==> config.mk <==
export PLATFORM = sky130hd
export DESIGN_NAME = dk_sound_mixer
export DESIGN_NICKNAME = d
export VERILOG_FILES = /design/src/rtl/dk_audio_pkg.sv /design/src/rtl/dk_dc_blocker.sv /design/src/rtl/dk_sound_mixer.sv
export SDC_FILE = /design/constraint.sdc
export NUM_CORES = 1
export LEC_CHECK = 0
export CORE_ASPECT_RATIO = 0.9
export CORE_MARGIN = 5
export CORE_UTILIZATION = 53
export DETAILED_ROUTE_END_ITERATION = 10
export PLACE_DENSITY = 0.75
export SYNTH_ARGS = -nofsm -noshare
export SYNTH_HDL_FRONTEND = slang
export SYNTH_SLANG_ARGS = --single-unit
==> constraint.sdc <==
create_clock -name clk -period 11.7 [get_ports clk]
set_input_delay 2.34 -clock clk [delete_from_list [all_inputs] [get_ports clk]]
set_output_delay 2.34 -clock clk [all_outputs]
set_load 0.01 [all_outputs]
==> src/rtl/dk_audio_pkg.sv <==
// Shared audio types, constants and the 16-bit clamp helper for the dk sound path.
package dk_audio_pkg;

  localparam int SIGNAL_WIDTH = 16;
  localparam int GAIN_WIDTH   = 8;
  localparam int UNITY_GAIN   = 128;

  typedef logic signed [SIGNAL_WIDTH-1:0] sample_t;
  typedef logic        [GAIN_WIDTH-1:0]   gain_t;

  typedef enum logic [2:0] {
    ST_IDLE,
    ST_ACCUM,
    ST_SCALE,
    ST_DCB,
    ST_OUTPUT
  } mix_state_t;

  typedef struct packed {
    sample_t value;
    logic    clipped;
  } sat_t;

  // Clamp a wide signed value into the 16-bit sample range, flagging when it had to clamp.
  function automatic sat_t sat16(input logic signed [31:0] x);
    sat_t r;
    if (x > 32'sd32767) begin
      r.value   = 16'sh7fff;
      r.clipped = 1'b1;
    end else if (x < -32'sd32768) begin
      r.value   = 16'sh8000;
      r.clipped = 1'b1;
    end else begin
      r.value   = x[15:0];
      r.clipped = 1'b0;
    end
    return r;
  endfunction

endpackage

==> src/rtl/dk_dc_blocker.sv <==
// One-pole high-pass (DC blocker) with an enable strobe; updates its history once per strobe.
module dk_dc_blocker
  import dk_audio_pkg::*;
#(
  parameter int DC_SHIFT = 8
) (
  input  logic    clk,
  input  logic    rst,
  input  logic    en,
  input  sample_t x,
  output sample_t y,
  output logic    clip
);

  sample_t            x_prev;
  logic signed [17:0] y_prev;
  logic signed [19:0] y_full;
  logic signed [17:0] y18;
  logic               clip18;
  sat_t               y_sat;

  // The recursive state is kept at 18 bits so the pole has headroom beyond the output range.
  always_comb begin
    y_full = 20'(x) - 20'(x_prev) + 20'(y_prev) - 20'(y_prev >>> DC_SHIFT);
    clip18 = 1'b0;
    if (y_full > 20'sd131071) begin
      y18    = 18'sh1ffff;
      clip18 = 1'b1;
    end else if (y_full < -20'sd131072) begin
      y18    = 18'sh20000;
      clip18 = 1'b1;
    end else begin
      y18 = y_full[17:0];
    end
    y_sat = sat16(32'(y18));
  end

  always_ff @(posedge clk) begin
    if (rst) begin
      x_prev <= '0;
      y_prev <= '0;
      y      <= '0;
      clip   <= 1'b0;
    end else if (en) begin
      x_prev <= x;
      y_prev <= y18;
      y      <= y_sat.value;
      clip   <= y_sat.clipped | clip18;
    end
  end

endmodule

==> src/rtl/dk_sound_mixer.sv <==
// Final voice mix: snapshot per audio tick, shared MAC over NUM_CH cycles, scale and saturate.
// Optional DC blocker stage enabled by defining DK_MIXER_DC_BLOCK_EN.
module dk_sound_mixer
  import dk_audio_pkg::*;
#(
  parameter int NUM_CH    = 4,
  parameter int GAIN_FRAC = 7,
  parameter int DC_SHIFT  = 8
) (
  input  logic                                 clk,
  input  logic                                 I_RST,
  input  logic                                 audio_clk_en,
  input  logic [NUM_CH-1:0][SIGNAL_WIDTH-1:0]  ch_in,
  input  logic [NUM_CH-1:0][GAIN_WIDTH-1:0]    ch_gain,
  output sample_t                              out,
  output logic                                 out_valid,
  output logic                                 clip,
  output logic                                 overrun
);

  localparam int ACC_W = 24 + $clog2(NUM_CH);
  localparam int IDX_W = $clog2(NUM_CH);

  if (NUM_CH < 2 || NUM_CH > 8 || DC_SHIFT < 1 || DC_SHIFT > 16) begin : g_param_check
    $error("dk_sound_mixer: parameter out of range");
  end

  mix_state_t                state;
  sample_t                   snap_ch   [NUM_CH];
  gain_t                     snap_gain [NUM_CH];
  logic signed [ACC_W-1:0]   acc;
  logic        [IDX_W-1:0]   idx;
  sample_t                   result;
  logic                      clip_pend;

  logic signed [24:0]        prod;
  logic signed [ACC_W-1:0]   scaled;
  sat_t                      scale_sat;
  sample_t                   final_val;
  logic                      final_clip;

  // Gain is unsigned, so it is zero-extended before the signed multiply.
  assign prod      = snap_ch[idx] * $signed({1'b0, snap_gain[idx]});
  assign scaled    = acc >>> GAIN_FRAC;
  assign scale_sat = sat16(32'(scaled));

`ifdef DK_MIXER_DC_BLOCK_EN
  localparam mix_state_t POST_SCALE = ST_DCB;
  sample_t dcb_y;
  logic    dcb_clip;

  dk_dc_blocker #(
    .DC_SHIFT(DC_SHIFT)
  ) u_dc_blocker (
    .clk  (clk),
    .rst  (I_RST),
    .en   (state == ST_DCB),
    .x    (result),
    .y    (dcb_y),
    .clip (dcb_clip)
  );

  assign final_val  = dcb_y;
  assign final_clip = clip_pend | dcb_clip;
`else
  localparam mix_state_t POST_SCALE = ST_OUTPUT;

  assign final_val  = result;
  assign final_clip = clip_pend;
`endif

  always_ff @(posedge clk) begin
    if (I_RST) begin
      state     <= ST_IDLE;
      acc       <= '0;
      idx       <= '0;
      result    <= '0;
      clip_pend <= 1'b0;
      out       <= '0;
      out_valid <= 1'b0;
      clip      <= 1'b0;
      overrun   <= 1'b0;
      for (int i = 0; i < NUM_CH; i++) begin
        snap_ch[i]   <= '0;
        snap_gain[i] <= '0;
      end
    end else begin
      out_valid <= 1'b0;
      clip      <= 1'b0;
      if (audio_clk_en && state != ST_IDLE) begin
        overrun <= 1'b1;
      end
      case (state)
        ST_IDLE: begin
          if (audio_clk_en) begin
            for (int i = 0; i < NUM_CH; i++) begin
              snap_ch[i]   <= ch_in[i];
              snap_gain[i] <= ch_gain[i];
            end
            acc   <= '0;
            idx   <= '0;
            state <= ST_ACCUM;
          end
        end
        ST_ACCUM: begin
          acc <= acc + ACC_W'(prod);
          if (idx == IDX_W'(NUM_CH - 1)) begin
            state <= ST_SCALE;
          end else begin
            idx <= idx + 1'b1;
          end
        end
        ST_SCALE: begin
          result    <= scale_sat.value;
          clip_pend <= scale_sat.clipped;
          state     <= POST_SCALE;
        end
`ifdef DK_MIXER_DC_BLOCK_EN
        ST_DCB: begin
          state <= ST_OUTPUT;
        end
`endif
        ST_OUTPUT: begin
          out       <= final_val;
          out_valid <= 1'b1;
          clip      <= final_clip;
          state     <= ST_IDLE;
        end
        default: state <= ST_IDLE;
      endcase
    end
  end

endmodule
---- After elaboration in Yosys (flattened, before gate mapping) ----
Memories as Yosys holds them, arrays and structs flattened. A register that Yosys moved wholly into a read port is not among the register bits.
Cells that the tools add are included.
cells by class
  $add $sub $neg .......................... 2
  multiply operators ...................... 1
  magnitude comparators ................... 2
  equality and inequality tests ........... 7
  mux-type cells .......................... 29
  bitwise logic cells ..................... 9
  reduce and logical (&&, ||, !) cells .... 8
operators by type and width
  kind                                                          count
  two-way mux 16 bit                                            4
  one-hot mux 26 bit (2 select lines)                           1
  two-way mux 17 bit                                            2
  two-way mux 8 bit                                             4
  adder 26 x 25 -> 26 bit                                       1
  two-way mux 26 bit                                            1
  multiplier 16 x 9 -> 25 bit                                   1
  > comparator 19 x 16 -> 1 bit, second input constant          1
  less-than comparator 19 x 16 -> 1 bit, second input constant  1
  two-way mux 2 bit                                             6
  one-hot mux 3 bit (3 select lines)                            1
  bitwise OR 1 bit                                              8
  two-way mux 1 bit                                             7
  two-way mux 3 bit                                             2
  inequality test 2 bit, second input constant                  3
  one-hot mux 2 bit (2 select lines)                            1
  AND reduction 2 bit                                           2
  equality test 3 x 1 -> 1 bit, second input constant           1
  equality test 3 x 2 -> 1 bit, second input constant           1
  equality test 3 bit, second input constant                    1
  zero test 3 bit                                               1
  AND reduction 3 bit                                           1
  nonzero test 3 bit                                            1
  adder 2 x 1 -> 2 bit, second input constant                   1
  5 further kinds                                               5
word-level totals
  register bits after elaboration ......... 67
  memory bits (writable) .................. 96
  bits of input ports ..................... 99
  output and inout port bits .............. 19
  word-level logic and storage cells ...... 69
  memories ................................ 2
memories
  memory     depth  width  read ports  clocked after Yosys merged registers in  wr ports  line                  source
  snap_ch    4      16     1           1                                        4         dk_sound_mixer.sv:29  sample_t snap_ch [NUM_CH];
  snap_gain  4      8      1           1                                        4         dk_sound_mixer.sv:30  gain_t snap_gain [NUM_CH];

---- Depth between registers and ports, before layout ----
Gate-level depths: netlist (run 1).
  word-level depth ........................ 5
  mapped depth ............................ 23
  mapped depth without buffers ............ 20

---- Least setup slack after synthesis (run 1) ----
Ideal clock, no wire load.
  path type ............................... flip-flop to flip-flop
  start ................................... register with a tool-made name
  end ..................................... register acc[22]
  setup time .............................. 128 ps
  arrival ................................. 5770 ps
  required time ........................... 11572 ps
  slack ................................... 5803 ps
  stages on the path, launching flop included .. 22
  buffers on the path ..................... 2
  clock period less this slack ............ 5897 ps
  cells stage by stage .................... dfxtp_1 -> buf_2 -> buf_2 -> mux4_2 -> and2_1 -> fa_1 -> fa_1 -> inv_1 -> fa_1 -> inv_1 -> fa_1 -> inv_1 -> fa_1 -> inv_1 -> ha_1 -> a21oi_1 -> o21ai_0 -> or3b_1 -> o21ai_1 -> o31ai_1 -> xnor2_1 -> o21ai_1
RTL lines
  what                    line                   source
  end signal: assignment  dk_sound_mixer.sv:106  acc <= acc + ACC_W'(prod);
  end: declaration        dk_sound_mixer.sv:31   logic signed [ACC_W-1:0] acc;

==> flow_summary.json, run 1 <==
{
  "first_pass_iters": 5,
  "hold_class": "flip-flop to flip-flop",
  "portBuffers": 117,
  "grt_setup_unrepaired": "false",
  "synth_top_family_by_area": "adder cells",
  "yosysTopAreaCell": "edfxtp_1",
  "layout.cells.non_filler": 1567,
  "path_class": "flip-flop to flip-flop",
  "vdd_ir_drop_max_mv": 0.107,
  "cts.clk_slew.worst_paths_ps": 70,
  "crit_family": "adder cells",
  "cts_made_buffers": 17,
  "ant_nets": 0,
  "syn2layout_area_growth_pct": 16.5,
  "cp_slowest_cell": "dfxtp_2",
  "die_h_microns": 153,
  "grt_antenna_before_repair": 0,
  "postSynthAreaPerCell_sq_um": 10.3,
  "final-hold-violation-count": 0,
  "die_area_sq_mm": 0.0258,
  "fin_crit_ps": 6680,
  "synth_fa_ha_area_share_pct": 26.9,
  "wirelength_mm": 24.5,
  "finalCritPeriodShare_pct": 57.1,
  "synth_xor_area_share_pct": 1.67,
  "die_x_microns": 169,
  "post-place-ws_ps": 5030,
  "start_util_pct": 53.6,
  "worstSetupEndpointType": "flip-flop",
  "crit_buf_inv": 2,
  "synthSimpleGateAreaFrac_pct": 16.6,
  "cp-start-kind": "flip-flop",
  "cp.arrival_ps": 7000,
  "num-fill-cells": 1821,
  "ys_ff_latch": 165,
  "relSlewSlack_pct": 22.3,
  "synth_top_flop_cell": "edfxtp_1",
  "powerDensity_mw_per_mm2": 169,
  "vias": 8304,
  "cp.required_ps": 12030,
  "syn_area_sq_mm": 0.0120,
  "worst_pin_slew_ps": 1160,
  "status": "complete, no violations",
  "seq_area_sq_mm": 0.00427,
  "p_leak_nw": 6.08,
  "core_sq_mm": 0.0224,
  "yosysSeqAreaShare_pct": 35.5,
  "avgViaCountPerCell": 5.30,
  "place_congestion": 0.929,
  "h-tree-depth": 4,
  "synth_compound_area_share_pct": 7.40,
  "tns_ps": 0,
  "critPathMaxFanout": 24,
  "dp_hpwl_mm": 19.0,
  "diodes": 0,
  "num_rows": 52,
  "finClkSkew_ps": 11.7,
  "synth_top_area_share_pct": 24.0,
  "grt_pass1_wl_mm": 41.4,
  "dp_cells": 1535,
  "reg2regPathDepth": 17,
  "synth_top_cells_by_count": "and2_1, inv_1, nand2_1, fa_1, edfxtp_1",
  "grt_pass1_vias": 8445,
  "finalSetupViolations": 0,
  "synth_cells": 1165,
  "ctsHoldBuffers": 0,
  "fin_util_pct": 62.4,
  "crit_cells": 17,
  "hold_depth": 2,
  "worst_slack_ps": 5020,
  "netlist_top_cells_area": "edfxtp_1, fa_1, dfxtp_1, and2_1, ha_1",
  "clk_latency_ps": 440,
  "syn-num-nets": 1448,
  "drcViolationCount": 0,
  "total_power_mw": 2.37,
  "synth_edf_count": 96,
  "initialDrtViolationCount": 448,
  "maxSlewViolCount": 0,
  "io-pin-count": 118,
  "multiInputGateArea_sq_mm": 0.00693,
  "cts-root-buf": "clkbuf_16",
  "max_cap_violations": 0,
  "clock_tree.buffer_depth": 2,
  "grt_max_degree": 97,
  "crit_chain": "mux4_2 > and2_1 > fa_1 > fa_1 > fa_1 > fa_1 > inv_1 > fa_1 > inv_1 > ha_1 > a21o_1 > a31oi_1 > nand2_1 > a21oi_2 > nor3_1 > or3_1 > a32o_1",
  "fmax_mhz": 150,
  "path_common_cell": "fa_1",
  "post_cts_buffers": 0,
  "slowest_delay_ps": 920,
  "grt_usage_pct": 19.8,
  "wire_per_inst_microns": 15.6,
  "grt.overflow.total": 0,
  "nNetsFinal": 1540,
  "synthArstFlopShare_pct": 0,
  "drive_gt1_share_pct": 5.51,
  "clock_sinks": 165,
  "synthDistinctLibCells": 48,
  "cts_tree": "yes",
  "muxShareOfSynthArea_pct": 4.83,
  "post_cts_resized": 0,
  "yosysWarnings": 0
}
-- tightest hold or removal path, cell delays in order (launching register included) --
cell and delay, ps:
dfxtp_1 310, nand2_1 50, a21oi_1 50
-- cell families (layout without fill, tap and decap cells) --
kind of cell	count (synthesis)	in the layout
XOR/XNOR	23	23
AND/OR/NAND/NOR	392	392
flip-flops	165	165
AO/OA/AOI/OAI	149	149
multiplexers	28	28
adder cells (fa/ha/maj)	184	184
buffers and inverters	224	329
-- flip-flops by register name, summed over array words and instances, names as in the netlist, 2 cells and up, named ones only --
name       count
snap_ch       64
snap_gain     32
acc           26
final_val     16
out           16
state          3
idx            2
-- final timing paths --
kind	from	endpoint	slack [ps]
worst min-delay path	final_val[11]$_SDFFE_PP0P_	out[11]$_SDFFE_PP0P_	440
worst min register to register	final_val[11]$_SDFFE_PP0P_	out[11]$_SDFFE_PP0P_	440
worst max-delay path	flip-flop	acc[25]$_SDFFE_PP0P_	5020
worst max register to register	flip-flop	acc[25]$_SDFFE_PP0P_	5020
-- cells in the final DEF (no fill, tap or decap), types with 7 or more instances in the layout --
cell	instances
a21oi_1	64
a22oi_1	8
and2_1	175
clkbuf_16	17
clkdlybuf4s50_1	116
dfxtp_1	68
edfxtp_1	96
fa_1	125
ha_1	59
inv_1	175
mux4_2	24
nand2_1	143
nand4_1	8
nor2_1	36
nor3_1	7
o21ai_0	21
o21ai_1	16
xnor2_1	14
xor2_1	9
-- per-layer routing --
| metal | part of all wire [%] | track usage, % | routed length [microns] | vias to the layer above |
|---|---|---|---|---|
| met4 | 1.9 | 5.83 | 469 | 0 |
| li1 | - | - | - | 3949 |
| met3 | 5.0 | 4.05 | 1220 | 45 |
| met1 | 42 | 26.5 | 10300 | 4108 |
| met2 | 51 | 32.9 | 12500 | 202 |
| met5 | 0 | 0 | 0 | - |
-- power breakdown --
group | switching [mW] | internal, mW
clock | 0.271 | 0.285
combinational | 0.670 | 0.431
sequential | 0.0393 | 0.670
total | 0.980 | 1.39
-- area by class of cell --
class / instances / area share [%]
multi-input combinational: 776 / 49.5
sequential: 165 / 30.4
timing repair buffer: 122 / 8.59
inverter: 175 / 4.69
clock buffer: 17 / 3.04
tap: 297 / 2.65
clock inverter: 15 / 1.13
-- per-stage QoR --
stage          hold slack [ps]  instance area [sq um]
5_1_grt                    454                  14000
6_report                   443                  14000
3_5_place_dp               445                  13400
4_1_cts                    451                  14000
2_1_floorplan              424                  12000
3_3_place_gp               440                  13400
Power figures use the tool's default switching activity.
==> run 2, diff against run 1 <==
==> constraint.sdc (replaced) <==
create_clock -name clk -period 6.8 [get_ports clk]
set_input_delay 1.36 -clock clk [delete_from_list [all_inputs] [get_ports clk]]
set_output_delay 1.36 -clock clk [all_outputs]
set_load 0.01 [all_outputs]
==> run 2 against run 1 <==
- combinational power rose by 75%
- sequential share of layout area down 0.054 points
- non-clock buffer count is 3 higher
- clock-buffer cell count unchanged
- flip-flop and latch count did not move
- register-to-register slack worse by 4600 ps
- power up 73%
- clock skew is 2.1 ps higher
- largest cell class unchanged
- core utilization up 0.11 points
- global-route usage rose by 0.52 points
- hold slack improved by 6.9 ps
- maximum frequency increased by 5.0%
==> flow_summary.json, run 2 (synthesized netlist as in run 1, its figures left out) <==
{
  "diodes": 0,
  "grt_max_degree": 97,
  "grt_pass1_wl_mm": 42.8,
  "largestRegisters": "snap_ch (64), snap_gain (32), acc (26)",
  "worstSetupEndpointType": "flip-flop",
  "p_sw_share_pct": 41.7,
  "post_cts_resized": 0,
  "critical_path.endpoint": "acc[25]$_SDFFE_PP0P_",
  "top_register": "snap_ch",
  "clk_latency_ps": 440,
  "final_cell_mix": "and2_1, inv_1, nand2_1, fa_1, clkdlybuf4s50_1",
  "wire_per_inst_microns": 16.2,
  "grt_antenna_before_repair": 0,
  "rrSetupSlack_ps": 440,
  "initialDrtViolationCount": 490,
  "fmax_mhz": 157,
  "cts.clk_slew.worst_paths_ps": 80,
  "vias": 8411,
  "clock_tree.buffer_depth": 2,
  "powerDensity_mw_per_mm2": 292,
  "status": "complete, no violations",
  "place_congestion": 0.904,
  "vdd_ir_drop_max_mv": 0.173,
  "num_rows": 52,
  "core_sq_mm": 0.0224,
  "largest_reg_flops": 64,
  "clock_sinks": 165,
  "h-tree-depth": 4,
  "relSlewSlack_pct": 18.2,
  "reg2regPathDepth": 18,
  "grt_usage_pct": 20.3,
  "fin_crit_ps": 6360,
  "io-pin-count": 118,
  "hold_class": "flip-flop to flip-flop",
  "nNetsFinal": 1543,
  "syn2layout_area_growth_pct": 16.7,
  "min_from": "clip_pend$_SDFFE_PP0P_",
  "intPower_mw": 2.39,
  "cp-start-kind": "flip-flop",
  "die_h_microns": 153,
  "post_cts_buffers": 0,
  "cts_made_buffers": 17,
  "drcViolationCount": 0,
  "grt_pass1_vias": 8682,
  "grt.overflow.total": 0,
  "p_leak_nw": 6.09,
  "dp_hpwl_mm": 19.1,
  "start_util_pct": 53.6,
  "finalCritPeriodShare_pct": 93.6,
  "drive_gt1_share_pct": 5.73,
  "ctsHoldBuffers": 0,
  "p_seq_share_pct": 29.7,
  "finalSetupViolations": 0,
  "tns_ps": 0,
  "avgViaCountPerCell": 5.36,
  "rr_endpoint": "acc[25]$_SDFFE_PP0P_",
  "die_area_sq_mm": 0.0258,
  "cts-root-buf": "clkbuf_16",
  "final-hold-violation-count": 0,
  "finClkSkew_ps": 13.7,
  "cp.required_ps": 7130,
  "worst_slack_ps": 438,
  "p_switching_mw": 1.71,
  "critPathMaxFanout": 14,
  "maxSlewViolCount": 0,
  "max_cap_violations": 0,
  "path_class": "flip-flop to flip-flop",
  "cts_tree": "yes",
  "wirelength_mm": 25.5,
  "post-place-ws_ps": 402,
  "grt_setup_unrepaired": "false",
  "first_pass_iters": 7,
  "die_x_microns": 169,
  "cp.arrival_ps": 6700,
  "comb_power_share_pct": 46.7,
  "worst_pin_slew_ps": 1220,
  "ant_nets": 0,
  "portBuffers": 117,
  "power_frac_clock_pct": 23.5
}
run 2: cell count changes in the layout (fill, tap and decap cells not counted), sizes merged:
cell,change
buf,+3
run 2: how the worst min path moves through the flow:
| stage | end | slack, ps | cells past startpoint |
|---|---|---|---|
| floorplan | clip$_SDFF_PP0_ | 420 | 2 |
| global placement | final_val[2]$_SDFFE_PP0P_ | 440 | 2 |
| detailed placement | clip$_SDFF_PP0_ | 440 | 2 |
| CTS | clip$_SDFF_PP0_ | 450 | 2 |
| global route | clip$_SDFF_PP0_ | 470 | 2 |
| finish | clip$_SDFF_PP0_ | 450 | 2 |
run 2: stage by stage:
| stage | std cells | util, % | area (sq um) | power [mW] | hold WS, ps |
|---|---|---|---|---|---|
| after floorplan | 1165 | - | 12000 | 2.68 | 424 |
| after global placement | 1538 | 59.9 | 13400 | 3.10 | 442 |
| after detailed placement | 1538 | 59.9 | 13400 | 3.13 | 439 |
| after CTS | 1570 | 62.5 | 14000 | 4.12 | 450 |
| after global routing | 1570 | 62.5 | 14000 | 4.43 | 466 |
| final | 1570 | 62.5 | 14000 | 4.10 | 449 |
run 2: power by group through the flow:
| stage | Clock (mW) | Combinational, mW | Sequential, mW |
|---|---|---|---|
| floorplan | 0 | 1.47 | 1.21 |
| global placement | 0 | 1.86 | 1.24 |
| detailed placement | 0 | 1.89 | 1.24 |
| CTS | 0.980 | 1.92 | 1.22 |
| global route | 1.02 | 2.18 | 1.23 |
| finish | 0.965 | 1.92 | 1.22 |
run 2: layout make-up:
type,instances,area (sq um)
fill,1823,8410
multi-input combinational,776,6930
sequential,165,4270
timing repair buffer,125,1230
inverter,175,657
clock buffer,17,425
tap,297,372
clock inverter,15,160
run 2: layer usage:
metal	global-route usage, %	vias to the layer above	wire (microns)
li1	-	3954	-
met1	27.4	4198	10700
met2	34.6	225	13200
met3	3.64	34	1200
met4	4.60	0	375
met5	0	-	0
run 2: critical path, stage by stage (launching register included):
cell     delay [ps]
dfxtp_2         650
buf_4           330
mux4_2          610
and2_1          210
fa_1            520
fa_1            450
fa_1            530
fa_1            550
inv_1            50
fa_1            490
inv_1            40
ha_1            390
a21o_1          220
a31oi_1         200
nand2_1         100
a21oi_2         220
nor3_1           90
or3_1           350
a32o_1          260
